==> src/rtl/serial_adder_if.sv <==
// serial_adder_if: operand stream and result bus of the bit-serial adder.
//   A, in_valid       : operand word and its qualifier (master -> slave)
//   S, Cout           : registered sum / carry of the last completed add
//   done              : one-cycle pulse when S/Cout were just updated
//   busy              : high while operands are being ignored
interface serial_adder_if #(
  parameter int WIDTH = 4
);
  logic [WIDTH-1:0] A;
  logic             in_valid;
  logic [WIDTH-1:0] S;
  logic             Cout;
  logic             done;
  logic             busy;

  modport master (
    output A, in_valid,
    input  S, Cout, done, busy
  );

  modport slave (
    input  A, in_valid,
    output S, Cout, done, busy
  );
endinterface

==> src/rtl/serial_adder.sv <==
// serial_adder: takes two WIDTH-bit operands from a valid-qualified stream,
// adds them one bit per clock (LSB first) and publishes sum/carry at once.
//   clk  : single clock, rising edge active
//   rst  : asynchronous active-low reset
//   bus  : serial_adder_if.slave (A, in_valid in; S, Cout, done, busy out)
//
// state | meaning
// IDLE  | waiting for operand A
// GET_B | opA held, waiting for operand B
// ADD   | one bit per cycle, WIDTH cycles
// DONE  | S/Cout just loaded, done=1 for this cycle
module serial_adder #(
  parameter int WIDTH = 4
) (
  input  logic           clk,
  input  logic           rst,
  serial_adder_if.slave  bus
);
  localparam int IDX_W = (WIDTH > 1) ? $clog2(WIDTH) : 1;

  typedef enum logic [1:0] {IDLE, GET_B, ADD, DONE} state_t;

  state_t             r_state;
  state_t             w_next_state;
  logic [WIDTH-1:0]   r_op_a;
  logic [WIDTH-1:0]   r_op_b;
  logic [WIDTH-1:0]   r_sum_acc;
  logic [WIDTH-1:0]   r_s;
  logic               r_cout;
  logic               r_carry;
  logic [IDX_W-1:0]   r_idx;

  logic               w_bit_a;
  logic               w_bit_b;
  logic               w_sum_bit;
  logic               w_carry;
  logic               w_last;
  logic [WIDTH-1:0]   w_sum_full;
  logic               w_done;
  logic               w_busy;

  always_ff @(posedge clk or negedge rst) begin
    if (!rst) r_state <= IDLE;
    else      r_state <= w_next_state;
  end

  always_comb begin
    w_next_state = r_state;
    w_done       = 1'b0;
    w_busy       = 1'b0;
    case (r_state)
      IDLE:  if (bus.in_valid) w_next_state = GET_B;
      GET_B: if (bus.in_valid) w_next_state = ADD;
      ADD: begin
        w_busy = 1'b1;
        if (w_last) w_next_state = DONE;
      end
      DONE: begin
        w_busy       = 1'b1;
        w_done       = 1'b1;
        w_next_state = IDLE;
      end
      default: w_next_state = IDLE;
    endcase
  end

  // Current bit slice of the full adder.
  always_comb begin
    w_bit_a   = r_op_a[r_idx];
    w_bit_b   = r_op_b[r_idx];
    w_sum_bit = w_bit_a ^ w_bit_b ^ r_carry;
    w_carry   = (w_bit_a & w_bit_b) | (w_bit_a & r_carry) | (w_bit_b & r_carry);
    w_last    = (r_idx == IDX_W'(WIDTH - 1));
  end

  // Accumulated sum with the bit computed this cycle merged in, so the final
  // cycle can load S in one shot without exposing partial results.
  always_comb begin
    w_sum_full        = r_sum_acc;
    w_sum_full[r_idx] = w_sum_bit;
  end

  always_ff @(posedge clk or negedge rst) begin
    if (!rst) begin
      r_op_a    <= '0;
      r_op_b    <= '0;
      r_sum_acc <= '0;
      r_carry   <= 1'b0;
      r_idx     <= '0;
      r_s       <= '0;
      r_cout    <= 1'b0;
    end else begin
      case (r_state)
        IDLE: if (bus.in_valid) r_op_a <= bus.A;
        GET_B: if (bus.in_valid) begin
          r_op_b    <= bus.A;
          r_sum_acc <= '0;
          r_carry   <= 1'b0;
          r_idx     <= '0;
        end
        ADD: begin
          r_sum_acc <= w_sum_full;
          r_carry   <= w_carry;
          r_idx     <= r_idx + IDX_W'(1);
          if (w_last) begin
            r_s    <= w_sum_full;
            r_cout <= w_carry;
          end
        end
        default: ;
      endcase
    end
  end

  assign bus.S    = r_s;
  assign bus.Cout = r_cout;
  assign bus.done = w_done;
  assign bus.busy = w_busy;
endmodule

==> src/flat_wrapper.sv <==
// flat-port wrapper written by rule: the top's interface ports become plain ports
module serial_adder_flat 
#(
  parameter int WIDTH = 4
)
  (clk, rst, bus_A, bus_in_valid, bus_S, bus_Cout, bus_done, bus_busy);
  serial_adder_if #(.WIDTH(WIDTH)) bus_i ();
  input  logic clk;
  input  logic rst;
  input wire logic [$bits(bus_i.A)-1:0] bus_A;
  input wire logic [$bits(bus_i.in_valid)-1:0] bus_in_valid;
  output wire logic [$bits(bus_i.S)-1:0] bus_S;
  output wire logic [$bits(bus_i.Cout)-1:0] bus_Cout;
  output wire logic [$bits(bus_i.done)-1:0] bus_done;
  output wire logic [$bits(bus_i.busy)-1:0] bus_busy;
  assign bus_i.A = bus_A;
  assign bus_i.in_valid = bus_in_valid;
  assign bus_S = bus_i.S;
  assign bus_Cout = bus_i.Cout;
  assign bus_done = bus_i.done;
  assign bus_busy = bus_i.busy;
  serial_adder #(.WIDTH(WIDTH)) u_core (.clk(clk), .rst(rst), .bus(bus_i));
endmodule
==> config.mk <==
export PLATFORM = sky130hd
export DESIGN_NAME = serial_adder_flat
export DESIGN_NICKNAME = d
export VERILOG_FILES = /design/src/rtl/serial_adder_if.sv /design/src/rtl/serial_adder.sv /design/src/flat_wrapper.sv
export SDC_FILE = /design/constraint.sdc
export NUM_CORES = 1
export LEC_CHECK = 0
export CORE_MARGIN = 3
export CORE_UTILIZATION = 53
export DETAILED_ROUTE_END_ITERATION = 8
export HOLD_SLACK_MARGIN = 0.12
export PLACE_DENSITY = 0.77
export SLEW_MARGIN = 10
export SYNTH_ARGS = -nofsm -noshare
export SYNTH_HDL_FRONTEND = slang
export SYNTH_SLANG_ARGS = --single-unit
==> constraint.sdc <==
create_clock -name clk -period 2.2 [get_ports clk]
set_clock_uncertainty 0.05 [all_clocks]
set_input_delay 0.55 -clock clk [delete_from_list [all_inputs] [get_ports clk]]
set_output_delay 0.55 -clock clk [all_outputs]
set_load 0.02 [all_outputs]
Word-level counts from Yosys, hierarchy flattened
Index checks and enable logic that the tools add are counted.
Widths: inputs -> output; s select.
{ "word_totals": {"ff_bits": 22, "inputBits": 7, "output_inout_bits": 7, "wordCells": 53} }
{ "classes": {"add_sub_neg": 1, "order_cmp": 2, "eq_ne": 7, "muxes": 19, "n_bitwise": 7, "reduce_logical": 9} }
{ "op_table": {"columns": ["operator", "count"], "rows": [
  ["$mux 2", 4],
  ["$pmux 2 s4", 1],
  ["$pmux 4 s2", 1],
  ["$reduce_and 2->1", 4],
  ["$eq 2x2->1 const B", 3],
  ["$mux 1", 6],
  ["$bmux 1 s2", 2],
  ["$bwmux 4", 1],
  ["$mux 4", 1],
  ["$ne 2x2->1 const B", 2],
  ["$pmux 2 s2", 1],
  ["$and 1x1->1", 3],
  ["$lt 2x3->1 const B", 1],
  ["$reduce_and 3->1", 1],
  ["$add 2x1->2 const B", 1],
  ["$demux 1 s2", 1],
  ["$eq 2x1->1 const B", 1],
  ["$ge 2x1->1 const B", 1],
  ["$logic_not 2->1", 1],
  ["$ne 2x1->1 const B", 1],
  ["$or 1x1->1", 2],
  ["$pmux 1 s2", 1],
  ["$reduce_bool 2->1", 1],
  ["$reduce_or 2->1", 1],
  ["2 further kinds", 3]
]} }

Depth between registers and ports, before layout
{ "logic_depth": {"word_depth": 6, "mapped_depth": 6, "mapped_depth_nobuf": 6} }

Worst setup path before layout
No wires, ideal clock.
{ "synth_path": {"kind": "reg2reg", "startpoint": "register u_core.r_idx[0]", "endpoint": "register u_core.r_sum_acc[0]", "setup_ns": 0.087, "arrival_time_ns": 1.869, "required_ns": 2.063, "path_slack_ns": 0.194, "stages_incl_launch_ff": 6, "path_buffers": 0, "synth_period_minus_slack_ns": 2.006, "path_cell_list": "dfrtp_1 mux4_1 inv_1 fa_1 nand2b_1 o211ai_1"} }
{ "synth_via": {"elab_chain_cells": 6, "elab_cells_between_ends": 13, "cone_classes": "order compare: 2; mux: 8; bitwise: 2; reduce/logical: 1"} }
{ "synth_rtl": {"columns": ["element", "line_no", "source"], "rows": [
  ["start, declared", "serial_adder.sv:31", "logic [IDX_W-1:0] r_idx;"],
  ["start signal, assigned", "serial_adder.sv:104", "r_idx <= r_idx + IDX_W'(1);"],
  ["$lt 2x3->1 (not written as such), or another cell as far along", "serial_adder.sv:80", "w_sum_full[r_idx] = w_sum_bit;"],
  ["$logic_and 1x1->1 (not written as such), or another cell as far along", "serial_adder.sv:80", null],
  ["$mux 1 (not written as such) / $xor 1x1->1 (equally long branches)", "serial_adder.sv:80, serial_adder.sv:71", null],
  ["$demux 1 s2 / $xor 1x1->1 (equally long branches)", null, null],
  ["$bwmux 4 *", "serial_adder.sv:80", null],
  ["$pmux 4 s2 *", "serial_adder.sv:93", "case (r_state)"],
  ["end signal, assigned", "serial_adder.sv:102", "r_sum_acc <= w_sum_full;"],
  ["end, declared", "serial_adder.sv:27", "logic [WIDTH-1:0] r_sum_acc;"]
]} }
Every way passes the cells marked *; elsewhere a longest branch is shown, timed or not. The select of a mux whose other input is x is not followed.
A chain may end at the register's enable or synchronous reset.

Worst setup path in the final report
{ "layout_path": {"startpoint": "register u_core.r_state[1]", "endpoint": "output port bus_done"} }
{ "layout_via": {"elab_chain_cells": 2} }
{ "layout_rtl": {"columns": ["element", "line_no", "source"], "rows": [
  ["start, declared", "serial_adder.sv:23", "state_t r_state;"],
  ["start signal, assigned", "serial_adder.sv:44", "else r_state <= w_next_state;"],
  ["$eq 2x2->1", "serial_adder.sv:51", "case (r_state)"],
  ["$mux 1", "serial_adder.sv:51", null],
  ["end, declared", "flat_wrapper.sv:14", "output wire logic [$bits(bus_i.done)-1:0] bus_done;"]
]} }
No other way between the ends.

==> reports/results.ini <==
[power_and_ir_drop]
vdd_drop_max_uv = 946
leakage_nw = 0.588
p_per_area_nw_per_um2 = 1510

[die]
dieHeight_um = 51.5
die_w_um = 51.5
core-area_um2 = 1840
initial_core_util_pct = 59.6
rows = 15
die-area_um2 = 2650
ios = 14

[setup_path]
critPathKind = reg -> out
crit_path_cell_trace = ha_1 -> clkdlybuf4s50_1
cp-end-kind = output pin
cp-start-kind = flip-flop
critPathRequiredTime_ps = 1600
cp_slowest_cell = clkdlybuf4s50_1
cp_max_fo = 4
arrival_ps = 1520
slowest_delay_ps = 610

[layout]
antennaDiodeCount = 0
drive_above_1_share_pct = 18.3
finalNetCount = 133
fillCellCount = 160
final_cell_mix = dfrtp_1, nand2_1, clkdlybuf4s50_1
area_growth_pct = 18.6
fin_area_um2 = 1300
final_common_cell = dfrtp_1

[global_route]
grt_max_degree = 22
grt_overflow = 0
grt_first_pass_wirelength_um = 3860
grt_pass1_vias = 903
grt_use_total_pct = 20.1
antenna_found_initial = 0

[routing]
viasPerCell = 5.51
routed_wl_um = 2110
ant_nets = 0
drc = 0
firstDrtPassIters = 4
wl_per_cell_um = 15.1
num_vias = 772
drtIter0Drc = 5

[sta]
period_share_pct = 96.5
rsz0062_at_grt = false
worstMarginPinSlew_ps = 401
setup_violations = 0
fin_tns_setup_ps = 0
hold_violations = 0
maxSlewHeadroom_pct = 72.8
min_period_ps = 2120
maxSlewViolCount = 0
fmax_ghz = 0.471

[outcome]
status = completed

[synth]
synth_area_um2 = 1100
synth.avg_cell_area_um2 = 11.4
ys_seq_elements = 21
seq_area_frac_synth_pct = 47.9
yosysTopAreaCell = dfrtp_1
synth_warnings = 0
synth_fp_nets = 113
synth_area_leaders = dfrtp_1, ha_1, mux2_2
ys_types = 21
synth_top_area_share_pct = 47.9
synth_cells = 96

[cts]
htreeDepth = 1
clkTransAtPathRegs_ps = 120
cts_buffers = 3
cts-root-buf = clkbuf_4
cts_sinks = 21
cts_tree = yes
clock_latency_ps = 310
cts_buffer_depth = 2

[place]
portBuffers = 13
gp_congestion = 0.764
placed_area_um2 = 1270
dp_hpwl_um = 1630

[job]
drv_cap = 0

[worst_hold_path]
hp-class = reg -> reg

-- worst paths after layout --
| kind | start | endpoint | slack, ps | cells past startpoint |
|---|---|---|---|---|
| setup / recovery | u_core.r_state[1]$_DFFE_PN0P_ | bus_done | 80 | 2 |
| hold / removal | u_core.bus.S[1]$_DFFE_PN0P_ | u_core.bus.S[1]$_DFFE_PN0P_ | 450 | 2 |
| setup reg to reg | u_core.r_idx[0]$_DFFE_PN0P_ | u_core.r_sum_acc[1]$_DFFE_PN0P_ | 130 | 5 |
| hold reg to reg | u_core.bus.S[1]$_DFFE_PN0P_ | u_core.bus.S[1]$_DFFE_PN0P_ | 450 | 2 |
| max in group asynchronous | rst | u_core.r_state[0]$_DFFE_PN0P_ | 1340 | 2 |
| min in group asynchronous | rst | u_core.bus.S[3]$_DFFE_PN0P_ | 530 | 2 |
-- sequential cells by signal, summed over array words and instances (netlist names) --
register          flops
u_core.bus.Cout       1
u_core.r_idx          2
u_core.r_op_a         4
u_core.r_carry        1
u_core.r_sum_acc      3
u_core.r_state        2
u_core.bus.S          4
u_core.r_op_b         4
-- critical path, delay by kind of cell, from the launching register on --
family	cells	cell delay (ps)
buffers and inverters	1	610
DFF	1	430
adders and majority gates	1	190
-- cell usage after synthesis --
cell type  count
buf_2          1
o21ai_0       10
mux2_4         1
inv_1          7
nand2b_1       2
nor2_2         1
ha_1           9
clkbuf_1       1
dfrtp_1       21
fa_1           1
nor2b_1        1
mux2_2         8
o32a_1         1
nand3b_1       3
o21ba_2        1
nand2_1       20
or2_2          1
mux2i_2        1
mux4_1         2
o211ai_1       3
a32o_1         1
-- area by class of cell --
cell class | count | area [µm²] | share of cell area [%]
repair buffers | 17 | 155 | 11.9
flip-flops and latches | 21 | 526 | 40.4
clock buffers | 4 | 26.3 | 2.02
inverters | 7 | 26.3 | 2.02
multi-input cells | 66 | 536 | 41.2
well taps | 25 | 31.3 | 2.41
-- cells by family after synthesis --
logic type                 share of synthesized area [%]
adders and majority gates                           12.1
AOI/OAI and AO/OA                                   9.36
DFF                                                 47.9
buffers and inverters                               3.20
muxes                                               15.6
and+or+nand+nor                                     11.8
-- layer usage --
layer	track usage, %	up-vias	wire [µm]
li1	-	367	-
met1	21.3	378	870
met2	37.3	21	1140
met3	4.08	6	62
met4	10.0	0	36
met5	0	-	0
-- power by group --
part	leakage [nW]	internal [W]	switching, W
registers	0.261	0.000562	0.000123
logic	0.312	0.000539	0.000551
clock network	0.0150	0.0000707	0.000120
-- through the flow --
step	setup slack (ps)	total power (W)	utilization (%)	instances	hold slack [ps]
2_1_floorplan	194	0.00144	-	96	204
4_1_cts	17.5	0.00199	71.0	140	454
5_1_grt	22.8	0.00216	70.7	140	500
6_report	76.6	0.00197	70.7	140	453
3_5_place_dp	72.7	0.00179	69.1	135	426
3_3_place_gp	132	0.00171	69.1	135	414
-- repair_timing --
| item | CTS | global route |
|---|---|---|
| endpoints found under the setup margin | 1 | 1 |
| resized for setup | 2 | 1 |
| hold buffers | 0 | 0 |
| setup buffers | 1 | 0 |
No activity file was read; power rests on OpenSTA's default activity.
